**config.mk**
```make
export PLATFORM = sky130hd
export DESIGN_NAME = alu_div_seq
export DESIGN_NICKNAME = d
export VERILOG_FILES = /design/src/rtl/alu_div_seq.sv
export SDC_FILE = /design/constraint.sdc
export NUM_CORES = 1
export LEC_CHECK = 0
export ABC_AREA = 1
export CAP_MARGIN = 20
export CELL_PAD_IN_SITES_DETAIL_PLACEMENT = 1
export CELL_PAD_IN_SITES_GLOBAL_PLACEMENT = 2
export CORE_MARGIN = 4
export CORE_UTILIZATION = 32
export DETAILED_ROUTE_END_ITERATION = 16
export PLACE_DENSITY_LB_ADDON = 0.25
export SETUP_SLACK_MARGIN = 0.02
export SLEW_MARGIN = 20
export SYNTH_ARGS = -nofsm -noshare
export SYNTH_HDL_FRONTEND = slang
export SYNTH_SLANG_ARGS = --single-unit
```
**constraint.sdc**
```tcl
create_clock -name clk -period 2.44 [get_ports clk]
set_input_delay 0.488 -clock clk [delete_from_list [all_inputs] [get_ports clk]]
set_output_delay 0.488 -clock clk [all_outputs]
set_load 0.02 [all_outputs]
```
**src/rtl/alu_div_seq.sv**
```systemverilog
// rtl/alu_div_seq.sv - multi-cycle restoring divider for the ALU DIV/REM class
//
// Purpose: iterative signed/unsigned restoring divider. The execute stage issues
// operands with start, stalls while busy is high, and captures Quot/Rem/DZ on the
// one-cycle done pulse. Each division takes OPERAND_WIDTH restoring steps plus one
// sign-fix cycle. A zero divisor short-circuits straight to DONE.
//
// Ports:
//   clk    in   1   rising-edge clock
//   rst_n  in   1   asynchronous active-low reset
//   start  in   1   begin a division (accepted in IDLE or DONE only)
//   sign   in   1   1 = two's complement operands, 0 = unsigned
//   InA    in   W   dividend
//   InB    in   W   divisor
//   busy   out  1   division in progress (RUN or FIX)
//   done   out  1   one-cycle result-valid pulse
//   Quot   out  W   quotient, held until overwritten by the next result
//   Rem    out  W   remainder, held like Quot
//   DZ     out  1   divide-by-zero flag of the last result
module alu_div_seq #(
    parameter int OPERAND_WIDTH = 16
) (
    input  logic                     clk,
    input  logic                     rst_n,
    input  logic                     start,
    input  logic                     sign,
    input  logic [OPERAND_WIDTH-1:0] InA,
    input  logic [OPERAND_WIDTH-1:0] InB,
    output logic                     busy,
    output logic                     done,
    output logic [OPERAND_WIDTH-1:0] Quot,
    output logic [OPERAND_WIDTH-1:0] Rem,
    output logic                     DZ
);

    localparam int W  = OPERAND_WIDTH;
    localparam int CW = $clog2(W + 1);

    typedef enum logic [1:0] {
        S_IDLE,
        S_RUN,
        S_FIX,
        S_DONE
    } state_t;

    state_t          r_state;
    state_t          w_next;

    logic [W-1:0]    r_quo;
    logic [W-1:0]    r_rem;
    logic [W-1:0]    r_div;
    logic [CW-1:0]   r_cnt;
    logic            r_qneg;
    logic            r_rneg;
    logic [W-1:0]    r_quot;
    logic [W-1:0]    r_rem_out;
    logic            r_dz;

    logic            w_accept;
    logic            w_div_zero;
    logic [W-1:0]    w_abs_a;
    logic [W-1:0]    w_abs_b;
    logic [W:0]      w_rem_sh;
    logic            w_trial_ok;
    logic [W-1:0]    w_trial;

    assign w_accept   = start && ((r_state == S_IDLE) || (r_state == S_DONE));
    assign w_div_zero = (InB == '0);

    // Magnitudes are kept as unsigned W-bit values, so |0x8000| = 0x8000 is exact.
    assign w_abs_a = (sign && InA[W-1]) ? (~InA + 1'b1) : InA;
    assign w_abs_b = (sign && InB[W-1]) ? (~InB + 1'b1) : InB;

    // Restoring step: shifted partial remainder needs W+1 bits; the trial
    // subtraction is non-negative exactly when the shifted value >= divisor,
    // and then the difference is below the divisor so W bits hold it.
    assign w_rem_sh   = {r_rem, r_quo[W-1]};
    assign w_trial_ok = (w_rem_sh >= {1'b0, r_div});
    assign w_trial    = w_rem_sh[W-1:0] - r_div;

    always_ff @(posedge clk or negedge rst_n) begin
        if (!rst_n) begin
            r_state <= S_IDLE;
        end else begin
            r_state <= w_next;
        end
    end

    always_comb begin
        w_next = r_state;
        busy   = 1'b0;
        done   = 1'b0;
        case (r_state)
            S_IDLE: begin
                if (start) begin
                    w_next = w_div_zero ? S_DONE : S_RUN;
                end
            end
            S_RUN: begin
                busy = 1'b1;
                if (r_cnt == CW'(1)) begin
                    w_next = S_FIX;
                end
            end
            S_FIX: begin
                busy   = 1'b1;
                w_next = S_DONE;
            end
            S_DONE: begin
                done = 1'b1;
                if (start) begin
                    w_next = w_div_zero ? S_DONE : S_RUN;
                end else begin
                    w_next = S_IDLE;
                end
            end
            default: begin
                w_next = S_IDLE;
            end
        endcase
    end

    always_ff @(posedge clk or negedge rst_n) begin
        if (!rst_n) begin
            r_quo     <= '0;
            r_rem     <= '0;
            r_div     <= '0;
            r_cnt     <= '0;
            r_qneg    <= 1'b0;
            r_rneg    <= 1'b0;
            r_quot    <= '0;
            r_rem_out <= '0;
            r_dz      <= 1'b0;
        end else if (w_accept) begin
            if (w_div_zero) begin
                r_quot    <= '1;
                r_rem_out <= InA;
                r_dz      <= 1'b1;
            end else begin
                r_quo  <= w_abs_a;
                r_div  <= w_abs_b;
                r_rem  <= '0;
                r_cnt  <= CW'(W);
                r_qneg <= sign & (InA[W-1] ^ InB[W-1]);
                r_rneg <= sign & InA[W-1];
            end
        end else if (r_state == S_RUN) begin
            r_rem <= w_trial_ok ? w_trial : w_rem_sh[W-1:0];
            r_quo <= {r_quo[W-2:0], w_trial_ok};
            r_cnt <= r_cnt - CW'(1);
        end else if (r_state == S_FIX) begin
            r_quot    <= r_qneg ? (~r_quo + 1'b1) : r_quo;
            r_rem_out <= r_rneg ? (~r_rem + 1'b1) : r_rem;
            r_dz      <= 1'b0;
        end
    end

    assign Quot = r_quot;
    assign Rem  = r_rem_out;
    assign DZ   = r_dz;

endmodule

```
==> results.json <==
{
  "grt_antenna_before_repair": 0,
  "place_ws_ps": -22.5,
  "n_fill_cell": 2603,
  "numPortBuffers": 70,
  "crit_path_start": "r_state[0]",
  "synth_fp_nets": 1022,
  "drive_gt1_share_pct": 8.85,
  "synth_top_family_by_area": "simple AND/OR/NAND/NOR gates",
  "hold_viol": 0,
  "rsz0062_at_grt": "no",
  "critPathArrivalTime_ps": 1830,
  "groute.usage.overall_pct": 18.7,
  "die_height_um": 152,
  "period_needed_ps": 2320,
  "ios": 71,
  "netSwitchingFraction_pct": 50.2,
  "synth_cells": 958,
  "insertion_delay_ps": 360,
  "clock.fmax_mhz": 432,
  "fin_area_um2": 8110,
  "cp.required_ps": 1950,
  "area_delta_synth_final_pct": 22.4,
  "cts_tree": "built",
  "rows": 52,
  "crit_path_end_kind": "primary output",
  "slew_headroom_pct": 64.9,
  "ctsHoldBuffers": 0,
  "clock_sinks": 90,
  "hp-class": "input port to async pin",
  "initial_core_util_pct": 32.6,
  "yosysSeqAreaShare_pct": 34.0,
  "switchingPower_mw": 6.02,
  "combPwrFrac_pct": 65.1,
  "yosys_warnings": 0,
  "synth-xor-area-share_pct": 4.10,
  "finalSetupTns_ps": 0,
  "drc_errors": 0,
  "first_iter_violations": 292,
  "top_usage_layer": "met2",
  "layout.cells.non_filler": 1321,
  "crit_type": "flip-flop to primary output",
  "grt.met2_usage_pct": 30.7,
  "grt_pass1_vias": 6463,
  "die-area_um2": 23100,
  "ir_drop_mv": 0.417,
  "seq_area_um2": 2250,
  "synth-simple-area-share_pct": 33.4,
  "synth_seq_cells": 90,
  "routed_via_density": 4.87,
  "wl_mm": 21.5,
  "synth.area.mux_share_pct": 0,
  "power.density_nw_per_um2": 1480,
  "multi_input_area_um2": 3680,
  "p_seq_share_pct": 22.4,
  "p_int_mw": 5.97,
  "synth_flop_cell": "dfrtp_1",
  "start_kind": "flip-flop",
  "grt_max_degree": 39,
  "gp_congestion": 0.865,
  "avgRoutedWirePerCell_um": 16.3,
  "cts_root_buf": "clkbuf_16",
  "cts_buffers": 9,
  "nets": 1110,
  "diodes": 0,
  "leakage_nw": 3.96,
  "core_area_um2": 20300,
  "synth_compound_area_share_pct": 12.7,
  "status": "completed",
  "setup_ws_ps": 123,
  "synthDistinctLibCells": 51,
  "rr_startpoint": "r_quo[15]",
  "setup_viol": 0,
  "synthesis.area_um2": 6630,
  "htree_levels": 3,
  "max_cap_violations": 0,
  "skew_ps": 11.1,
  "cts_buffer_depth": 2,
  "via_count": 6437,
  "synthArstFlopShare_pct": 100,
  "final_antenna_net_count": 0,
  "synth-edff-count": 0,
  "cts_resized": 0,
  "dr.pass1.iters": 4,
  "die_w_um": 152,
  "use_met1_pct": 25.9,
  "grt_util_met3_pct": 2.50,
  "period_share_pct": 94.9,
  "cts_setup_buffers": 0,
  "overflow": 0,
  "synth_fa_ha_area_share_pct": 5.40,
  "dp_cells": 1305,
  "critPathMaxFanout": 4,
  "clkTransAtPathRegs_ps": 70,
  "dp_hpwl_mm": 17.4,
  "drv_slew": 0,
  "worst_pin_slew_ps": 527,
  "synth.avg_cell_area_um2": 6.92,
  "dpl_cell_area_um2": 7800,
  "grt_pass1_wl_mm": 35.1,
  "p_clk_share_pct": 12.4
}
-- placed cells by master (no fill, tap or decap), drive strengths merged, types with 13 or more instances in the layout --
cell,count
a21oi,40
buf,36
clkdlybuf4s50,69
dfrtp,90
ha,27
inv,132
nand2,264
nand3,95
nand4,13
nor2,105
o21ai,84
xor2,24
-- cell usage after synthesis (4+ instances only) --
library cell	n	share of area (%)
nand2_1	257	15
inv_1	122	6.9
nor2_1	97	5.5
dfrtp_1	90	34
nand3_1	88	6.6
o21ai_0	66	5.0
a21oi_1	38	2.9
ha_1	27	5.1
xor2_1	24	3.2
o21ai_1	15	1.1
nand4_1	12	1.1
nor3_1	12	0.91
clkbuf_1	10	0.57
buf_6	9	1.5
inv_2	7	0.40
xnor2_1	7	0.93
nand3_2	6	0.91
buf_2	5	0.38
nand2_2	5	0.47
nand3b_1	5	0.57
nor2_2	5	0.47
a31oi_1	4	0.38
o211ai_1	4	0.45
-- stage by stage --
stage                     util, %  hold WS, ps  total power [mW]
after floorplan                 -          192              8.16
final                        40.0         94.1              12.0
after detailed placement     38.4          466              10.6
after CTS                    40.0          113              12.2
after global placement       38.4          464              10.5
after global routing         40.0          136              13.2
-- layer usage --
metal / part of all wire (%) / vias up
li1: - / 3267
met1: 49 / 3065
met2: 46 / 82
met3: 2.7 / 23
met4: 1.8 / 0
met5: 0 / -
-- worst paths after layout --
| kind | slack, ps | endpoint | cells after the start |
|---|---|---|---|
| min in group clk | 490 | Rem[0] | 2 |
| min | 90 | Rem[11] | 1 |
| max | 120 | busy | 3 |
| max reg2reg | 260 | r_rem[8] | 14 |
| max in group asynchronous | 1750 | r_rem[10] | 2 |
| min reg2reg | 490 | Rem[0] | 2 |
-- registers in the layout (all words and copies together) (netlist names) --
name	count
Quot	16
Rem	16
r_div	16
r_quo	16
r_rem	16
r_cnt	5
r_state	2
DZ	1
r_qneg	1
r_rneg	1
-- power by group through the flow --
| stage | registers (mW) | clock network (mW) | logic [mW] |
|---|---|---|---|
| CTS | 2.69 | 1.53 | 7.94 |
| floorplan | 2.82 | 0 | 5.34 |
| global placement | 2.71 | 0 | 7.79 |
| finish | 2.69 | 1.49 | 7.81 |
| global route | 2.78 | 1.58 | 8.86 |
| detailed placement | 2.72 | 0 | 7.88 |
-- cell type report --
cell class	count	share of cell area, %
Multi-Input combinational cell	709	45.4
Timing Repair Buffer	105	12.8
Tap cell	270	4.17
Clock buffer	10	2.95
Clock inverter	6	0.895
Sequential cell	90	27.8
Inverter	131	6.08
-- cell families (layout without fill, tap and decap cells) --
| logic type | count (synthesis) | after routing |
|---|---|---|
| AND/OR/NAND/NOR | 500 | 500 |
| buffers and inverters | 159 | 252 |
| AO/OA/AOI/OAI | 150 | 150 |
| flip-flops | 90 | 90 |
| XOR/XNOR | 31 | 31 |
| adder cells (fa/ha/maj) | 28 | 28 |
-- worst max-delay path: stages (launching register included) --
cell and delay (ps):
dfrtp_1 390, inv_1 110, ha_1 350, clkdlybuf4s50_1 620
No activity file was read; power rests on OpenSTA's default activity.
